### config.mk
export PLATFORM = sky130hd
export DESIGN_NAME = cpu_fetch_ctrl
export DESIGN_NICKNAME = d
export VERILOG_FILES = /design/src/rtl/cpu_fetch_ctrl.sv
export SDC_FILE = /design/constraint.sdc
export NUM_CORES = 1
export LEC_CHECK = 0
export CAP_MARGIN = 20
export CORE_ASPECT_RATIO = 0.75
export CORE_MARGIN = 8
export CORE_UTILIZATION = 40
export DETAILED_ROUTE_END_ITERATION = 7
export PLACE_DENSITY = 0.87
export SLEW_MARGIN = 20
export SYNTH_ARGS = -nofsm -noshare
export SYNTH_HDL_FRONTEND = slang
export SYNTH_SLANG_ARGS = --single-unit
export TNS_END_PERCENT = 5
### constraint.sdc
create_clock -name clk -period 7.3 [get_ports clk]
set_clock_uncertainty 0.1 [all_clocks]
set_input_delay 2.19 -clock clk [delete_from_list [all_inputs] [get_ports clk]]
set_output_delay 2.19 -clock clk [all_outputs]
set_load 0.01 [all_outputs]
### src/rtl/cpu_fetch_ctrl.sv
// Fetch sequencer for the CPU front end. Owns the PC register write port,
// issues one instruction-bus read at a time, hands words to decode, and
// arbitrates PC updates between trap entry, redirects and sequential advance.
module cpu_fetch_ctrl #(
  parameter logic [31:0] TRAP_VECTOR = 32'h40000100,
  parameter int          INST_BYTES  = 4
) (
  input  logic        clk,
  input  logic        rst,
  input  logic [31:0] curr_pc,
  output logic [31:0] next_pc,
  output logic        pc_wr,
  output logic        ibus_req,
  output logic [31:0] ibus_addr,
  input  logic        ibus_ack,
  input  logic [31:0] ibus_rdata,
  input  logic        ibus_err,
  output logic        inst_valid,
  output logic [31:0] inst,
  output logic [31:0] inst_pc,
  input  logic        inst_ready,
  input  logic        redirect_valid,
  input  logic [31:0] redirect_pc,
  input  logic        trap_req,
  input  logic        halt,
  output logic        fetch_fault
);

  typedef enum logic [2:0] {
    START,
    FETCH,
    HOLD,
    DRAIN,
    HALTED
  } state_t;

  state_t      state;
  state_t      state_nxt;
  logic [31:0] drain_addr;
  logic        capture;
  logic        take_trap;
  logic        take_redir;
  logic        redir_misaligned;
  logic        pc_override;

  // State register; reset lands in START so every output is quiet at once.
  always_ff @(posedge clk or negedge rst) begin
    if (!rst) begin
      state <= START;
    end else begin
      state <= state_nxt;
    end
  end

  // Latch the fetched word for decode and remember the in-flight address
  // when a redirect forces us to drain an outstanding request.
  always_ff @(posedge clk or negedge rst) begin
    if (!rst) begin
      inst       <= '0;
      inst_pc    <= '0;
      drain_addr <= '0;
    end else begin
      if (capture) begin
        inst    <= ibus_rdata;
        inst_pc <= curr_pc;
      end
      if (state == FETCH && state_nxt == DRAIN) begin
        drain_addr <= curr_pc;
      end
    end
  end

  // Next-state, PC-write arbitration (trap > redirect > sequential) and bus
  // outputs. curr_pc only moves on our own pc_wr, so it is stable while FETCH
  // waits for ack; DRAIN needs the saved address because the PC has moved on.
  always_comb begin
    state_nxt        = state;
    pc_wr            = 1'b0;
    next_pc          = '0;
    fetch_fault      = 1'b0;
    ibus_req         = 1'b0;
    ibus_addr        = '0;
    capture          = 1'b0;
    take_trap        = (state != START) && trap_req;
    take_redir       = (state != START) && redirect_valid && !trap_req;
    redir_misaligned = (redirect_pc[1:0] != 2'b00);
    pc_override      = take_trap || take_redir;

    if (take_trap) begin
      pc_wr   = 1'b1;
      next_pc = TRAP_VECTOR;
    end else if (take_redir) begin
      pc_wr = 1'b1;
      if (redir_misaligned) begin
        next_pc     = TRAP_VECTOR;
        fetch_fault = 1'b1;
      end else begin
        next_pc = redirect_pc;
      end
    end

    case (state)
      START: begin
        state_nxt = FETCH;
      end
      FETCH: begin
        ibus_req  = 1'b1;
        ibus_addr = curr_pc;
        if (pc_override) begin
          // A word returning with the redirect is dropped; without ack the
          // outstanding request must still be drained.
          state_nxt = ibus_ack ? FETCH : DRAIN;
        end else if (ibus_ack) begin
          pc_wr = 1'b1;
          if (ibus_err) begin
            fetch_fault = 1'b1;
            next_pc     = TRAP_VECTOR;
            state_nxt   = FETCH;
          end else begin
            capture   = 1'b1;
            next_pc   = curr_pc + 32'(INST_BYTES);
            state_nxt = HOLD;
          end
        end
      end
      HOLD: begin
        if (pc_override || inst_ready) begin
          state_nxt = halt ? HALTED : FETCH;
        end
      end
      DRAIN: begin
        ibus_req  = 1'b1;
        ibus_addr = drain_addr;
        if (ibus_ack) begin
          state_nxt = FETCH;
        end
      end
      HALTED: begin
        if (!pc_override && !halt) begin
          state_nxt = FETCH;
        end
      end
      default: begin
        state_nxt = START;
      end
    endcase
  end

  assign inst_valid = (state == HOLD);

endmodule
; Word-level counts from Yosys, hierarchy flattened
; Index checks and enable logic that the tools add are counted.
[word_totals]
register_bits = 99
output_inout_bits = 132
[classes]
n_addsub = 1
n_mux = 34
reduce_logical = 14
n_eq_ne = 5
[op_table]
columns = cell, n
row1 = 2-to-1 mux 32 bit, 7
row2 = case mux 32 bit (2 select lines), 1
row3 = "adder 32 x 3 -> 32 bit, second input constant", 1
row4 = 2-to-1 mux 3 bit, 6
row5 = 2-to-1 mux 1 bit, 17
row6 = case mux 3 bit (5 select lines), 1
row7 = "== test 3 x 2 -> 1 bit, second input constant", 3
row8 = logical AND 1 bit, 5
row9 = 2-to-1 mux 2 bit, 2
row10 = "== test 3 x 1 -> 1 bit, second input constant", 1
row11 = "== test 3 bit, second input constant", 1
row12 = logical NOT 1 bit, 3
row13 = logical NOT 3 bit, 1
row14 = nonzero test 3 bit, 1
row15 = logical OR 1 bit, 2
row16 = nonzero test 2 bit, 1
row17 = OR reduction 2 bit, 1

; Longest topological paths before layout
[logic_depth]
ltp_word = 10
depth_mapped = 7

; Worst setup path after synthesis
; Ideal clock, no wire load.
[synth_timing]
path_type = input port to output port
from = in curr_pc[2]
to = out next_pc[24]
n_path_buf = 0
slack_ps = 1368
cell_stages = 6
t_arrival_ps = 3642
required_time_ps = 5010
cell_sequence = ha_1 > nand4_1 > nor4_4 > nand4_1 > xor2_1 > o21ai_0
[synth_between]
elab_chain_len = 5
[synth_lines]
columns = element, line_no
row1 = start: declaration, 10  ; input logic [31:0] curr_pc,
row2 = adder 32 x 3 -> 32 bit, 121  ; next_pc = curr_pc + 32'(INST_BYTES);
row3 = 2-to-1 mux 32 bit, 115  ; if (ibus_err) begin
row4 = 2-to-1 mux 32 bit, 113  ; end else if (ibus_ack) begin
row5 = 2-to-1 mux 32 bit, 109  ; if (pc_override) begin
row6 = 2-to-1 mux 32 bit, 102  ; case (state)
row7 = end: declaration, 11  ; output logic [31:0] next_pc,
; No other way between the ends.

; Worst setup path after layout
[layout_timing]
from = in curr_pc[25]
to = out next_pc[31]
; Same word-level chain as after synthesis.

==> out/results.tsv <==
metric	value	unit
# Max-Cap Violations	0	
Diodes inserted	0	
DR vias/cell	5.12	
placer congestion estimate	0.842	
DR pass1 iterations	4	
share of layout cells above drive strength 1	0.0939	
fraction of registers with async set/reset	1.00	
Post-Route WL	18900	um
hold_buf cts	0	
min-delay worst type	register to register	
Setup crit end kind	output port	
CTS clock-pin slew for the worst setup and hold paths	70	ps
die area	0.0174	mm^2
CP Cell Sequence	clkdlybuf4s50_1 -> nand4_1 -> nor4_1 -> buf_4 -> nand4_1 -> xor2_1 -> o21ai_0 -> clkdlybuf4s50_1	
Pleak	3.68	nW
min-delay src	inst[29]$_DFFE_PN0P_	
YS warnings	0	
maximum clock path buffer count	2	
Net Count, Synth	702	
Cell Int Power	0.00186	W
Layout Cells excl Fill	1002	
Worst path top cell family by delay	buffers and inverters	
Seq/Total Area, Yosys	0.463	
fin crit share	0.978	
CTS Buf Count	9	
worst r2r src	state[1]$_DFF_PN0_	
setup repair bufs after CTS	0	
Initial Util	0.411	
Worst EP arrival	4850	ps
area delta synth->final	53.3	%
via count	5127	
critical path class	primary input to output port	
core area	0.0130	mm^2
switching power	0.000996	W
DRC Markers	0	
initial antenna violation count	0	
FP Rows	36	
commonest cells in the netlist	215 x nand2_1, 99 x dfrtp_1, 44 x nor2_1	
Synth area leaders	dfrtp_1 46%, nand2_1 15%, mux2_4 7.3%	
vias in the first global route	5444	
Least-Margin Pin Slew	710	ps
CP Max Fanout	7	
Initial DRC Count	276	
worst stage delay on the critical path	680	ps
Max Clock Freq	0.140	GHz
first-pass GRT wire length	28900	um
pwr dens	349	mW/mm^2
RSZ-0062 raised after global routing	no	
port bufs	235	
Logic pwr share	0.507	
Synth top area share	0.463	
placed cell area	0.00792	mm^2
post-synth top area cell	dfrtp_1	
Max stage delay cell, worst path	clkdlybuf4s50_1	
Slew Limit Fails	0	
fin nets	931	
clock power share	0.159	
top_reg_cell synth	dfrtp_1	
Buf/Inv on CP	3	
clock tree root buffer cell	clkbuf_16	
Post-Syn Area	0.00535	mm^2
Req. time, crit path	5010	ps
Routed met3 length	2370	um
Final Hold Fails	0	
status	finished clean	
sequential share of power	0.334	
relative slew slack	0.526	
WL/cell	18.9	um
Tot GR Track Use	0.215	
DRT met1 WL	7290	um
Net Sw Frac	0.348	
origin of the worst setup path	curr_pc[25]	
DIE HEIGHT	116	um
Post-synth EDFFs	0	
count leader, synth	nand2_1	
clock tree sinks	99	
clk_lat worst skew	350	ps
Worst VDD drop	208	uV
#FFs+latches synth	99	
final instance area	0.00820	mm^2
Post-Synthesis Cells	597	
Overflow after GRT	0	
CTS tree	yes	
uppermost layer routed	met4	
Setup Viol. Count Final	0	
Final HPWL DP	14200	um
met2 WL	8920	um
Critical Path Source Type	primary input	
largest net degree at the start of global routing	56	
Syn Area/Cell	8.96	um^2
Chip Width	150	um
Detail Route Antenna Nets	0	
min cycle time layout	7140	ps
H-tree depth	3	
Post-CTS Resized	0	
I/O pin cnt	236	
Cells after DPL	986	
setup tns final	0	ps
synth unique cells	42	
-- worst register-to-register path, delay by kind of cell, from the launching register on --
family,cells,cell delay [ps]
DFF,1,350
and+or+nand+nor,2,970
muxes,1,420
buffers and inverters,1,550
AOI/OAI and AO/OA,1,90
-- worst paths after layout --
path	slack, ps	depth (start not counted)	to
worst max-delay path	160	8	next_pc[31]
worst min-delay path	370	2	inst[29]$_DFFE_PN0P_
worst max register to register	4700	5	drain_addr[25]$_DFFE_PN0P_
worst min register to register	370	2	inst[29]$_DFFE_PN0P_
max in group asynchronous	4200	2	drain_addr[4]$_DFFE_PN0P_
min in group asynchronous	1750	1	inst[6]$_DFFE_PN0P_
-- through the flow --
stage                     utilization  hold WS (ps)  total power, W  setup WS, ps
after floorplan                     -           350         0.00163          1370
after global placement          0.608           357         0.00239           267
after detailed placement        0.608           362         0.00243           213
after CTS                       0.630           379         0.00290           205
after global routing            0.630           395         0.00303          41.8
final                           0.630           374         0.00286           159
-- final cells by class --
cell class | count | area [um^2]
Inverter | 4 | 15.0
Clock inverter | 5 | 37.5
Clock buffer | 11 | 243
Tap cell | 171 | 214
Fill cell | 1075 | 4820
Multi-Input combinational cell | 455 | 2670
Sequential cell | 99 | 2480
Timing Repair Buffer | 257 | 2540
-- routing by layer --
metal,GRT usage,up-vias
li1,-,2425
met1,0.246,2430
met2,0.357,248
met3,0.0929,24
met4,0.0711,0
met5,0,-
-- cells in the final DEF (no fill, tap or decap), types with 8 or more instances in the layout --
master | netlist | layout
nor2_1 | 44 | 43
buf_4 | 0 | 21
nand4_1 | 9 | 9
dfrtp_1 | 99 | 98
mux2i_1 | 32 | 32
nand2_1 | 215 | 215
xnor2_1 | 8 | 8
xor2_1 | 19 | 19
mux2_4 | 26 | 26
clkbuf_16 | 0 | 9
clkdlybuf4s50_1 | 0 | 234
o21ai_0 | 28 | 28
nand3_1 | 16 | 16
-- flip-flops by register name (all words and copies together) (netlist names) --
register,flops
drain_addr,32
inst,32
inst_pc,32
state,3
-- power by group through the flow --
stage | combinational (W) | sequential, W | clock, W
2_1_floorplan | 0.000610 | 0.00102 | 0
3_3_place_gp | 0.00144 | 0.000947 | 0
3_5_place_dp | 0.00146 | 0.000964 | 0
4_1_cts | 0.00147 | 0.000956 | 0.000469
5_1_grt | 0.00156 | 0.000988 | 0.000486
6_report | 0.00145 | 0.000956 | 0.000455
-- cell families after synthesis --
family                     synth area share
adders and majority gates           0.00234
muxes                                 0.141
and+or+nand+nor                       0.257
DFF                                   0.463
buffers and inverters                0.0416
AOI/OAI and AO/OA                    0.0508
xor gates and xnor gates             0.0442
Power figures use the tool's default switching activity.
